## src/rtl/lfsr_chk_cnt.sv

```systemverilog
// rtl/lfsr_chk_cnt.sv - saturating counter with increment and clear
module lfsr_chk_cnt #(
   parameter int CNT_W = 16
) (
   input  logic             clk,
   input  logic             reset,
   input  logic             clear,
   input  logic             inc,
   output logic [CNT_W-1:0] count
);

   always_ff @(posedge clk) begin
      if (reset || clear) begin
         count <= '0;
      end else if (inc && (count != {CNT_W{1'b1}})) begin
         count <= count + CNT_W'(1);
      end
   end

endmodule

```

## config.mk

```make
export PLATFORM = sky130hd
export DESIGN_NAME = lfsr_chk_cnt
export DESIGN_NICKNAME = d
export VERILOG_FILES = /design/src/rtl/lfsr_chk_cnt.sv
export SDC_FILE = /design/constraint.sdc
export NUM_CORES = 1
export LEC_CHECK = 0
export CAP_MARGIN = 20
export CORE_MARGIN = 2
export CORE_UTILIZATION = 55
export DETAILED_ROUTE_END_ITERATION = 8
export DONT_BUFFER_PORTS = 1
export PLACE_DENSITY = 0.8
export SLEW_MARGIN = 20
export SYNTH_ARGS = -nofsm -noshare
export SYNTH_HDL_FRONTEND = slang
export SYNTH_SLANG_ARGS = --single-unit
```

## constraint.sdc

```tcl
create_clock -name clk -period 4.5 [get_ports clk]
set_clock_uncertainty 0.05 [all_clocks]
set_input_delay 0.675 -clock clk [delete_from_list [all_inputs] [get_ports clk]]
set_output_delay 0.675 -clock clk [all_outputs]
set_load 0.03 [all_outputs]
```

==> impl_results.md <==
- Fill cell count: 144
- Post-synth cell types: 30
- Type of origin of the critical path: flip-flop
- Fin crit period: just over 2000 ps
- GRT Overall Usage: 0.207
- Pin count of the biggest net entering global routing: 16
- Post-Place Worst Slack: around 2500 ps
- Max stage delay on crit path: slightly above 600 ps
- CP Class: reg2reg
- Clk sinks: 16
- Tightest Pin Transition: about 570 ps
- # rows: 14
- Worst path cell trace: ha_1, nand3_1, or4_4, a31oi_1, a41o_1
- Via Count: between 700 and 800
- Post-synth EDFFs: 0
- Synthesis-to-finish area growth: 5.17%
- Period utilisation layout: 0.458
- Die ar.: about 0.0019 mm²
- Via count of the first global-routing pass: about 670
- CTS Buf Count: 3
- Async SR Flop Fraction: 0
- CTS tree: built
- Leakage: approximately 0.32 nW
- Global-route wire length before repair: approximately 3000 µm
- RSZ-0062 raised after global routing: no
- Clock buffer depth: 2
- Slew Viols, Final: 0
- Worst Setup Slack, final: 2440 ps
- GRT overflow: 0
- Max reg flops: 16
- Vias/cell: slightly below 7
- Die X: 43.2 µm
- H-tree lvl count: 1
- I/O pin total: 20
- Pwr Density: roughly 280 mW/mm²
- Starting Density: 0.576
- Crit-path max FO: 5
- Final #Nets: ~100
- RR Startpoint: count[0]$_SDFFE_PP0P_
- Register-to-register path setup slack: 2440 ps
- R2R cell count: 5
- Levels on crit path: 5
- Largest regs: count (16)
- Layout cells sized above 1: 0.115
- Flops & latches, synth: 16
- Setup Viol. Count Final: 0
- Clock transition at path regs: ~90 ps
- Core footprint: between 0.001 and 0.0015 mm²
- Clock latency at the later pin of the worst-skew pair: 290 ps
- ANT nets after route: 0
- N_diodes: 0
- Crit-path leading delay family: simple AND/OR/NAND/NOR gates
- Slew HR: 0.617
- Post_cts resized: 0
- Status: complete, no violations
- Fmax achieved: 486 MHz
- Synth Area per Inst: roughly 9 µm²
- Clock root buffer: clkbuf_4
- Yosys Warn Count: 0
- Wirelength, routed: about 1800 µm
- Crit end category: flip-flop
- Post-CTS Setup Inserts: 0
- Final Hold Fails: 0
- Setup TNS: 0 ps
- Crit path DAT: between 2000 and 2500 ps
- FF-to-FF End: count[5]$_SDFFE_PP0P_
- Remaining DRCs: 0
- TritonRoute pass-1 iters: 4
- Synth Flop Type: dfxtp_1
- Top reg by flops: count
- Syn_nets: 100
- Die height: roughly 43 µm
- Worst setup path end: count[5]$_SDFFE_PP0P_
- CTS Hold Buffers Added: 0
- Port bufs: 0
- Critical Path RT: 4680 ps
- Peak VDD IR: ~0.00021 V
- Post-DP HPWL: approximately 1300 µm
- Initial antenna violation count: 0
- Max Cap Viol: 0
- Critical Path Source: count[0]$_SDFFE_PP0P_
- Wire length per cell: 15.8 µm
- Hold Path Class: in2reg
- Synthesized area: roughly 850 µm²
- Post-Syn Instances: 95
- Initial DRC Count: 20
- Register area share after synthesis: 0.378
- GPL Wtd Cong: 0.780
- WP buf/inv: 0
- Worst path slowest cell: or4_4
[how the worst min path moves through the flow]
stage	cells past startpoint	from	slack, ps	endpoint
2_1_floorplan	2	count[1]$_SDFFE_PP0P_	560	count[1]$_SDFFE_PP0P_
3_3_place_gp	2	count[1]$_SDFFE_PP0P_	580	count[1]$_SDFFE_PP0P_
3_5_place_dp	2	count[1]$_SDFFE_PP0P_	600	count[1]$_SDFFE_PP0P_
4_1_cts	2	inc	480	count[1]$_SDFFE_PP0P_
5_1_grt	2	inc	500	count[1]$_SDFFE_PP0P_
6_report	2	inc	490	count[1]$_SDFFE_PP0P_
[stage by stage]
| step | hold WS (ps) | std cells | util | instance area, µm² | power (mW) |
|---|---|---|---|---|---|
| 2_1_floorplan | 561 | 95 | - | 847 | 0.153 |
| 3_3_place_gp | 584 | 108 | 0.581 | 855 | 0.154 |
| 3_5_place_dp | 597 | 108 | 0.581 | 855 | 0.154 |
| 4_1_cts | 485 | 112 | 0.605 | 891 | 0.248 |
| 5_1_grt | 496 | 112 | 0.605 | 891 | 0.254 |
| 6_report | 488 | 112 | 0.605 | 891 | 0.246 |
[routing by layer]
| layer | vias to the layer above | part of all wire | routed length [µm] | GRT usage |
|---|---|---|---|---|
| met5 | - | 0 | 0 | 0 |
| met4 | 0 | 0.010 | 18 | 0.0727 |
| met3 | 2 | 0.053 | 94 | 0.0468 |
| met2 | 20 | 0.47 | 835 | 0.340 |
| met1 | 376 | 0.47 | 825 | 0.264 |
| li1 | 382 | - | - | - |
[cell usage after synthesis, drive strengths merged, types with 4 or more instances]
| cell | count | share of area |
|---|---|---|
| a21oi | 9 | 0.053 |
| a41o | 4 | 0.047 |
| and4 | 4 | 0.041 |
| dfxtp | 16 | 0.38 |
| nand2 | 6 | 0.027 |
| nand3 | 5 | 0.030 |
| nand4 | 7 | 0.077 |
| nor2 | 7 | 0.031 |
| o21ai | 5 | 0.030 |
| or3 | 5 | 0.037 |
| or4 | 4 | 0.040 |
[area by class of cell]
class | instances | area [µm²] | share of cell area
clock buffer | 4 | 36.3 | 0.0407
inverter | 1 | 3.75 | 0.00421
multi-input combinational | 75 | 510 | 0.573
sequential | 16 | 320 | 0.360
tap | 16 | 20.0 | 0.0225
[where the power goes]
part	switching, mW	internal, mW	leakage (nW)	total [mW]
sequential	0.00215	0.142	0.129	0.144
combinational	0.00435	0.00199	0.165	0.00634
clock	0.0464	0.0493	0.0210	0.0957
[kinds of logic (layout without fill, tap and decap cells)]
group,count (synthesis),count (layout),share of synthesized area
AOI/OAI and AO/OA,27,27,0.219
xor gates and xnor gates,3,3,0.0310
adders and majority gates,1,1,0.0148
buffers and inverters,4,5,0.0192
DFF,16,16,0.378
and+or+nand+nor,44,44,0.338
[layout by cell type, fill, tap and decap left out]
master    instances
dfxtp_1          16
a21oi_1           9
nor2_1            7
nand2_1           6
nand4_1           5
nand3_1           5
o21ai_0           5
or3_1             5
and4_1            4
a41o_1            4
o31ai_1           3
or4_1             3
a31oi_1           3
clkbuf_4          3
xor2_1            2
and2_1            2
or2_2             1
and3_4            1
nand4_2           1
o41ai_2           1
inv_1             1
or4_4             1
nor4_2            1
nand4_4           1
nor3_1            1
o211a_1           1
a211oi_1          1
xnor2_1           1
ha_1              1
clkbuf_8          1
Power figures use the tool's default switching activity.
